--- config.mk ---
export PLATFORM = sky130hd
export DESIGN_NAME = set_assoc_cache_ctrl
export DESIGN_NICKNAME = d
export VERILOG_FILES = /design/src/rtl/cache_ctrl_pkg.sv /design/src/rtl/cache_way_array.sv /design/src/rtl/set_assoc_cache_ctrl.sv
export SDC_FILE = /design/constraint.sdc
export NUM_CORES = 2
export LEC_CHECK = 0
export ABC_CLOCK_PERIOD_IN_PS = 9060
export BUFFER_PORTS_ARGS = -buffer_cell sky130_fd_sc_hd__buf_2
export CAP_MARGIN = 20
export CELL_PAD_IN_SITES_DETAIL_PLACEMENT = 0
export CELL_PAD_IN_SITES_GLOBAL_PLACEMENT = 1
export CORE_MARGIN = 2
export CORE_UTILIZATION = 54
export CTS_CLUSTER_SIZE = 24
export DETAILED_ROUTE_END_ITERATION = 7
export GPL_ROUTABILITY_DRIVEN = 0
export PLACE_DENSITY = 0.82
export REMOVE_ABC_BUFFERS = 1
export SLEW_MARGIN = 10
export SYNTH_ARGS = -nofsm -noshare
export SYNTH_HDL_FRONTEND = slang
export SYNTH_HIERARCHICAL = 1
export SYNTH_SLANG_ARGS = --single-unit
--- constraint.sdc ---
create_clock -name CLK -period 9.06 [get_ports CLK]
set_input_delay 1.812 -clock CLK [delete_from_list [all_inputs] [get_ports CLK]]
set_output_delay 1.812 -clock CLK [all_outputs]
set_load 0.005 [all_outputs]
--- src/rtl/cache_ctrl_pkg.sv ---
// Shared definitions for the set-associative cache controller:
// FSM state encoding and address-field width helpers.
package cache_ctrl_pkg;

    localparam logic [1:0] ST_IDLE   = 2'd0;
    localparam logic [1:0] ST_REFILL = 2'd1;
    localparam logic [1:0] ST_WRITE  = 2'd2;
    localparam logic [1:0] ST_WDONE  = 2'd3;

    typedef enum logic [1:0] {
        IDLE   = ST_IDLE,
        REFILL = ST_REFILL,
        WRITE  = ST_WRITE,
        WDONE  = ST_WDONE
    } state_t;

    function automatic int off_w(input int words);
        return $clog2(words);
    endfunction

    function automatic int idx_w(input int sets);
        return $clog2(sets);
    endfunction

    function automatic int tag_w(input int aw, input int sets, input int words);
        return aw - $clog2(sets) - $clog2(words);
    endfunction

endpackage

--- src/rtl/cache_way_array.sv ---
// One cache way: valid/tag/data storage with combinational lookup,
// synchronous word write, line fill and synchronous valid clear.
module cache_way_array
    import cache_ctrl_pkg::*;
#(
    parameter int DATA_WIDTH = 32,
    parameter int TAG_W      = 5,
    parameter int SETS       = 8,
    parameter int WORDS      = 4,
    parameter int IDX_W      = idx_w(SETS),
    parameter int OFF_W      = off_w(WORDS)
) (
    input  logic                  clk_i,
    input  logic                  rst_i,
    input  logic [IDX_W-1:0]      rd_idx_i,
    input  logic [OFF_W-1:0]      rd_off_i,
    input  logic                  wr_en_i,
    input  logic [IDX_W-1:0]      wr_idx_i,
    input  logic [OFF_W-1:0]      wr_off_i,
    input  logic [DATA_WIDTH-1:0] wr_data_i,
    input  logic                  fill_i,
    input  logic [TAG_W-1:0]      fill_tag_i,
    output logic                  valid_o,
    output logic [TAG_W-1:0]      tag_o,
    output logic [DATA_WIDTH-1:0] data_o
);

    logic                  valid_q [SETS];
    logic [TAG_W-1:0]      tag_q   [SETS];
    logic [DATA_WIDTH-1:0] data_q  [SETS][WORDS];

    assign valid_o = valid_q[rd_idx_i];
    assign tag_o   = tag_q[rd_idx_i];
    assign data_o  = data_q[rd_idx_i][rd_off_i];

    // Valid bits: cleared by reset, set when a line finishes filling.
    always_ff @(posedge clk_i) begin
        if (rst_i) begin
            for (int s = 0; s < SETS; s++) valid_q[s] <= 1'b0;
        end else if (fill_i) begin
            valid_q[wr_idx_i] <= 1'b1;
        end
    end

    // Tag is written together with the final refill word.
    always_ff @(posedge clk_i) begin
        if (fill_i) tag_q[wr_idx_i] <= fill_tag_i;
    end

    // Word write for refill data or a store hit.
    always_ff @(posedge clk_i) begin
        if (wr_en_i) data_q[wr_idx_i][wr_off_i] <= wr_data_i;
    end

endmodule

--- src/rtl/set_assoc_cache_ctrl.sv ---
// N-way set-associative write-through, no-write-allocate data cache controller.
// Optional hit/miss counters enabled by defining CACHE_STATS_EN.
module set_assoc_cache_ctrl
    import cache_ctrl_pkg::*;
#(
    parameter int DATA_WIDTH      = 32,
    parameter int ADDR_WIDTH      = 10,
    parameter int WAYS            = 2,
    parameter int SETS            = 8,
    parameter int WORDS_PER_BLOCK = 4
) (
    input  logic                  CLK,
    input  logic                  RST,
    input  logic                  MemReadCpu,
    input  logic                  MemWriteCpu,
    input  logic [ADDR_WIDTH-1:0] Address,
    input  logic [DATA_WIDTH-1:0] DataIn,
    output logic [DATA_WIDTH-1:0] DataOut,
    output logic                  Stall,
    output logic                  MemRead,
    output logic                  MemWrite,
    output logic [ADDR_WIDTH-1:0] MemAddress,
    output logic [DATA_WIDTH-1:0] MemWData,
    input  logic [DATA_WIDTH-1:0] MemRData,
`ifdef CACHE_STATS_EN
    output logic [31:0]           HitCount,
    output logic [31:0]           MissCount,
`endif
    input  logic                  MemReady
);

    localparam int OFF = off_w(WORDS_PER_BLOCK);
    localparam int IDX = idx_w(SETS);
    localparam int TAG = tag_w(ADDR_WIDTH, SETS, WORDS_PER_BLOCK);
    localparam int WW  = (WAYS > 1) ? $clog2(WAYS) : 1;

    logic [TAG-1:0] a_tag;
    logic [IDX-1:0] a_idx;
    logic [OFF-1:0] a_off;
    assign {a_tag, a_idx, a_off} = Address;

    logic                  w_valid [WAYS];
    logic [TAG-1:0]        w_tag   [WAYS];
    logic [DATA_WIDTH-1:0] w_data  [WAYS];
    logic [WAYS-1:0]       hit_vec;
    logic                  hit;
    logic [WW-1:0]         hit_way;
    logic [DATA_WIDTH-1:0] hit_data;
    logic [WW-1:0]         victim;

    state_t         state_q, state_d;
    logic [WW-1:0]  vway_q, vway_d;
    logic [TAG-1:0] vtag_q, vtag_d;
    logic [IDX-1:0] vidx_q, vidx_d;
    logic [OFF-1:0] cnt_q, cnt_d;
    logic [WW-1:0]  rr_q [SETS];
    logic [WW-1:0]  rr_next;

    logic                  wr_en;
    logic [WW-1:0]         wr_way;
    logic [IDX-1:0]        wr_idx;
    logic [OFF-1:0]        wr_off;
    logic [DATA_WIDTH-1:0] wr_data;
    logic                  fill;
    logic                  rr_adv;

    for (genvar w = 0; w < WAYS; w++) begin : g_way
        cache_way_array #(
            .DATA_WIDTH (DATA_WIDTH),
            .TAG_W      (TAG),
            .SETS       (SETS),
            .WORDS      (WORDS_PER_BLOCK),
            .IDX_W      (IDX),
            .OFF_W      (OFF)
        ) u_way (
            .clk_i      (CLK),
            .rst_i      (RST),
            .rd_idx_i   (a_idx),
            .rd_off_i   (a_off),
            .wr_en_i    (wr_en && (wr_way == WW'(w))),
            .wr_idx_i   (wr_idx),
            .wr_off_i   (wr_off),
            .wr_data_i  (wr_data),
            .fill_i     (fill && (wr_way == WW'(w))),
            .fill_tag_i (vtag_q),
            .valid_o    (w_valid[w]),
            .tag_o      (w_tag[w]),
            .data_o     (w_data[w])
        );
        assign hit_vec[w] = w_valid[w] && (w_tag[w] == a_tag);
    end

    assign hit = |hit_vec;

    // Select the hitting way's word (at most one way can hit).
    always_comb begin
        hit_way  = '0;
        hit_data = '0;
        for (int w = 0; w < WAYS; w++) begin
            if (hit_vec[w]) begin
                hit_way  = WW'(w);
                hit_data = w_data[w];
            end
        end
    end

    // Victim: lowest-index invalid way, otherwise the set's pointer.
    always_comb begin
        victim = rr_q[a_idx];
        for (int w = WAYS - 1; w >= 0; w--) begin
            if (!w_valid[w]) victim = WW'(w);
        end
    end

    assign rr_next = (rr_q[vidx_q] == WW'(WAYS - 1)) ? '0
                                                     : rr_q[vidx_q] + 1'b1;

    // Next-state and output decode for the controller FSM.
    always_comb begin
        state_d    = state_q;
        vway_d     = vway_q;
        vtag_d     = vtag_q;
        vidx_d     = vidx_q;
        cnt_d      = cnt_q;
        Stall      = 1'b0;
        DataOut    = '0;
        MemRead    = 1'b0;
        MemWrite   = 1'b0;
        MemAddress = '0;
        MemWData   = '0;
        wr_en      = 1'b0;
        wr_way     = vway_q;
        wr_idx     = vidx_q;
        wr_off     = cnt_q;
        wr_data    = MemRData;
        fill       = 1'b0;
        rr_adv     = 1'b0;
        unique case (state_q)
            IDLE: begin
                if (MemWriteCpu) begin
                    Stall   = 1'b1;
                    state_d = WRITE;
                end else if (MemReadCpu) begin
                    if (hit) begin
                        DataOut = hit_data;
                    end else begin
                        Stall   = 1'b1;
                        state_d = REFILL;
                        vway_d  = victim;
                        vtag_d  = a_tag;
                        vidx_d  = a_idx;
                        cnt_d   = '0;
                    end
                end
            end
            REFILL: begin
                Stall      = 1'b1;
                MemRead    = 1'b1;
                MemAddress = {vtag_q, vidx_q, cnt_q};
                if (MemReady) begin
                    wr_en = 1'b1;
                    cnt_d = cnt_q + 1'b1;
                    if (cnt_q == OFF'(WORDS_PER_BLOCK - 1)) begin
                        fill    = 1'b1;
                        rr_adv  = 1'b1;
                        state_d = IDLE;
                    end
                end
            end
            WRITE: begin
                Stall      = 1'b1;
                MemWrite   = 1'b1;
                MemAddress = Address;
                MemWData   = DataIn;
                if (MemReady) begin
                    state_d = WDONE;
                    if (hit) begin
                        wr_en   = 1'b1;
                        wr_way  = hit_way;
                        wr_idx  = a_idx;
                        wr_off  = a_off;
                        wr_data = DataIn;
                    end
                end
            end
            WDONE: begin
                state_d = IDLE;
            end
            default: begin
                state_d = IDLE;
            end
        endcase
    end

    // FSM and refill-context registers.
    always_ff @(posedge CLK) begin
        if (RST) begin
            state_q <= IDLE;
            vway_q  <= '0;
            vtag_q  <= '0;
            vidx_q  <= '0;
            cnt_q   <= '0;
        end else begin
            state_q <= state_d;
            vway_q  <= vway_d;
            vtag_q  <= vtag_d;
            vidx_q  <= vidx_d;
            cnt_q   <= cnt_d;
        end
    end

    // Round-robin pointers advance once per completed refill.
    always_ff @(posedge CLK) begin
        if (RST) begin
            for (int s = 0; s < SETS; s++) rr_q[s] <= '0;
        end else if (rr_adv) begin
            rr_q[vidx_q] <= rr_next;
        end
    end

`ifdef CACHE_STATS_EN
    logic        rd_evt;
    logic [31:0] hit_cnt_q;
    logic [31:0] miss_cnt_q;

    assign rd_evt = (state_q == IDLE) && MemReadCpu && !MemWriteCpu;

    // Saturating read hit/miss counters.
    always_ff @(posedge CLK) begin
        if (RST) begin
            hit_cnt_q  <= '0;
            miss_cnt_q <= '0;
        end else begin
            if (rd_evt && hit && (hit_cnt_q != '1)) begin
                hit_cnt_q <= hit_cnt_q + 32'd1;
            end
            if (rd_evt && !hit && (miss_cnt_q != '1)) begin
                miss_cnt_q <= miss_cnt_q + 32'd1;
            end
        end
    end

    assign HitCount  = hit_cnt_q;
    assign MissCount = miss_cnt_q;
`endif

endmodule
==> flow_summary_export.csv <==
group,metric,value,unit
clocking,clk_path_buf_depth,3,
run,cap_violations,0,
die,die_x,404,um
detailed_routing,vias_per_cell,6.20,
clocking,htreeDepth,4,
grt,grt_max_degree,132,
timing,tightestPinTransition,1.11,ns
detailed_routing,drc_errors,0,
clocking,clkSinkCount,2168,
detailed_routing,ant_nets,0,
clocking,cts_buffers,210,
clocking,ctsRootBufferMaster,"clkbuf_16",
worst_setup_path,cp_max_fo,26,
worst_setup_path,crit_chain,"buf_2 -> buf_4 -> nor2b_4 -> buf_4 -> a22o_1 -> nor3_1 -> a31oi_1 -> nand3_1 -> nand2_1 -> a21oi_1 -> buf_2",
clocking,path_clk_slew,0.06,ns
synthesis,synth_seq_cells,2168,
worst_setup_path,critPathLaunch,"Address[2]",
synthesis,synthArstFlopShare,0,
clocking,hold_buffers,0,
run_status,status,"completed",
synthesis,netlist.area_leader.share,0.744,
worst_setup_path,slowest_stage,"nor2b_4",
timing,hold_violations,0,
synthesis,syn-cell-area,0.0862,mm2
die,fp-row-count,146,
grt,grt_util_met1,0.349,
timing,fmax,0.130,GHz
timing,setup_viol,0,
layout,num-fill-cells,11224,
timing,timing.setup.tns,0,ns
grt,top_usage_layer,"met2",
detailed_routing,firstDrtPassIters,6,
timing,fin_crit,7.72,ns
clocking,clk_latency,0.83,ns
grt,grt_pass1_wl,305,mm
synthesis,syn-instance-count,5018,
worst_setup_path,reg2reg_to,"g_way[0].u_way/data_q[3][1]",
clocking,tritoncts,"done",
grt,use_met3,0.0412,
synthesis,yosysUniqueCellTypes,50,
worst_setup_path,path_class,"in2out",
min_path,hp-class,"reg2reg",
synthesis,synth_edf_count,2136,
die,io_pins,156,
clocking,postCtsSetupBuffers,0,
timing,rsz0062_at_grt,"no",
worst_setup_path,cp-end-kind,"primary output",
die,dieArea,0.163,mm2
worst_setup_path,reg2reg_from,"g_way[0].u_way/tag_q[0][4]",
worst_setup_path,reg2reg_slack,3.46,ns
placement,hpwlAfterDp,125,mm
worst_setup_path,reg2regPathDepth,10,
layout,area_growth,12.3,%
layout,fin_nets,5338,
worst_setup_path,critical_path.startpoint_type,"input pin",
die,core_area,0.159,mm2
die,start_util,0.544,
placement,port_buffers,155,
timing,slew_headroom,0.256,
detailed_routing,drt_iter0_markers,5225,
synthesis,ys_warn_count,6,
timing,fin_crit_sh,0.852,
synthesis,synth_area_per_cell,17.2,um2
synthesis,yosysTopAreaCell,"edfxtp_1",
synthesis,synth_area_leaders,"edfxtp_1 (74%), mux2i_1 (12%), a22oi_1 (1.8%)",
pwr,p_leak,0.0336,uW
layout,n_antenna_cell,0,
grt,overflow,0,
layout,final_area,0.0968,mm2
grt,antenna_found_initial,10,
worst_setup_path,cp.arrival,5.91,ns
worst_setup_path,crit_path_end,"DataOut[13]",
timing,clock_skew,0.0242,ns
detailed_routing,routed_wl,210,mm
pwr,powerDensity,215,mW/mm2
grt,gr-usage-met2,0.423,
placement,postPlaceCellArea,0.0900,mm2
worst_setup_path,max_stage_delay,0.94,ns
synthesis,ys.flop_type,"edfxtp_1",
grt,grt_pass1_vias,45646,
grt,grt_use_total,0.256,
worst_setup_path,critPathRequiredTime,7.25,ns
timing,maxSlewViolCount,0,
detailed_routing,drt-wirelength-per-cell,28.1,um
die,die_y,404,um
clocking,ctsResizeCount,0,
layout,drive_above_1_share,0.148,
pwr,max-vdd-ir-drop,211,uV
detailed_routing,via_count,46517,
synthesis,ys_seq_area_frac,0.751,
[metrics by stage]
stage                     hold WS [ns]   util  total power [uW]  setup WS, ns  std cells
after global placement           0.449  0.568             12400          1.05       7110
after CTS                        0.476  0.610             20900          1.37       7497
after global routing             0.489  0.611             21400          1.25       7499
after floorplan                  0.435      -             11900         0.376       4720
after detailed placement         0.462  0.568             12500          1.00       7112
final                            0.472  0.611             20800          1.34       7499
[worst min path at each step]
stage / from / endpoint / slack [ns] / cells after the start
4_1_cts: g_way[0].u_way/valid_q[2] / g_way[0].u_way/valid_q[2] / 0.48 / 2
3_5_place_dp: g_way[0].u_way/valid_q[2] / g_way[0].u_way/valid_q[2] / 0.46 / 2
6_report: g_way[0].u_way/valid_q[2] / g_way[0].u_way/valid_q[2] / 0.47 / 2
5_1_grt: g_way[1].u_way/valid_q[2] / g_way[1].u_way/valid_q[2] / 0.49 / 1
3_3_place_gp: g_way[0].u_way/valid_q[2] / g_way[0].u_way/valid_q[2] / 0.45 / 2
2_1_floorplan: g_way[0].u_way/valid_q[2] / g_way[0].u_way/valid_q[2] / 0.43 / 2
[synth_stat cells, types with 3 or more instances]
cell type	n
o21ai_0	8
nand3_1	216
a31oi_1	64
xnor2_1	6
or2_2	3
inv_1	8
nor3_1	69
a22o_1	128
o21ba_2	13
buf_1	19
mux2_2	19
a21oi_1	236
mux2_1	30
mux4_2	28
buf_4	82
nand4_1	9
buf_6	24
or3b_2	7
nand3b_1	10
mux2i_1	1029
o31ai_1	13
clkbuf_1	65
a22oi_1	202
dfxtp_1	32
and2_1	35
buf_2	108
nand2b_1	7
nor2b_1	14
xor2_1	4
ha_1	5
nor2_1	106
edfxtp_1	2136
nand2_1	259
[worst max-delay path: cells and delay by family]
family | cells | cell delay [ns]
compound gates | 3 | 0.77
buf+inv | 4 | 1.65
simple gates | 4 | 1.61
[state kept, by name (all words and copies together), names as in the netlist, named ones only]
register             cells
g_way.u_way/tag_q       80
cnt_q                    2
state_q                  2
vtag_q                   5
rr_q                     8
g_way.u_way/valid_q     16
g_way.u_way/data_q    2048
vidx_q                   3
vway_q                   1
[cell families (layout without fill, tap and decap cells)]
group	Yosys count	in the layout	synth area share
compound gates	679	679	0.0536
flops	2168	2168	0.751
simple gates	744	744	0.0398
fa+ha+maj	5	5	0.000725
xor+xnor	10	10	0.00102
mux	1106	1106	0.133
buf+inv	306	715	0.0205
[per-layer routing]
layer / share of wire / vias up
li1: - / 20327
met1: 0.40 / 23720
met3: 0.081 / 366
met4: 0.032 / 4
met2: 0.49 / 2100
met5: 0.000086 / -
[layout by cell type, fill, tap and decap left out, types with 69 or more instances in the layout]
master,netlist,layout
edfxtp_1,2136,2136
mux2i_1,1029,1029
nand2_1,259,259
a21oi_1,236,236
clkbuf_16,0,217
nand3_1,216,216
a22oi_1,202,202
buf_2,108,154
buf_4,82,136
a22o_1,128,128
nor3_1,69,69
[layout make-up]
cell class / instances / area [um2] / share of cell area
flip-flops and latches: 2168 / 64800 / 0.669
multi-input cells: 2544 / 20200 / 0.209
clock buffers: 258 / 5610 / 0.0580
inverters: 8 / 30.0 / 0.000310
repair buffers: 322 / 2430 / 0.0251
well taps: 2072 / 2590 / 0.0268
clock inverters: 127 / 1160 / 0.0120
[power breakdown]
| part | switching, uW | total (uW) | internal [uW] | leakage [uW] |
|---|---|---|---|---|
| clock network | 3640 | 8540 | 4900 | 0.00331 |
| logic | 813 | 1200 | 385 | 0.0108 |
| registers | 22.6 | 11100 | 11000 | 0.0195 |
Power figures use the tool's default switching activity.
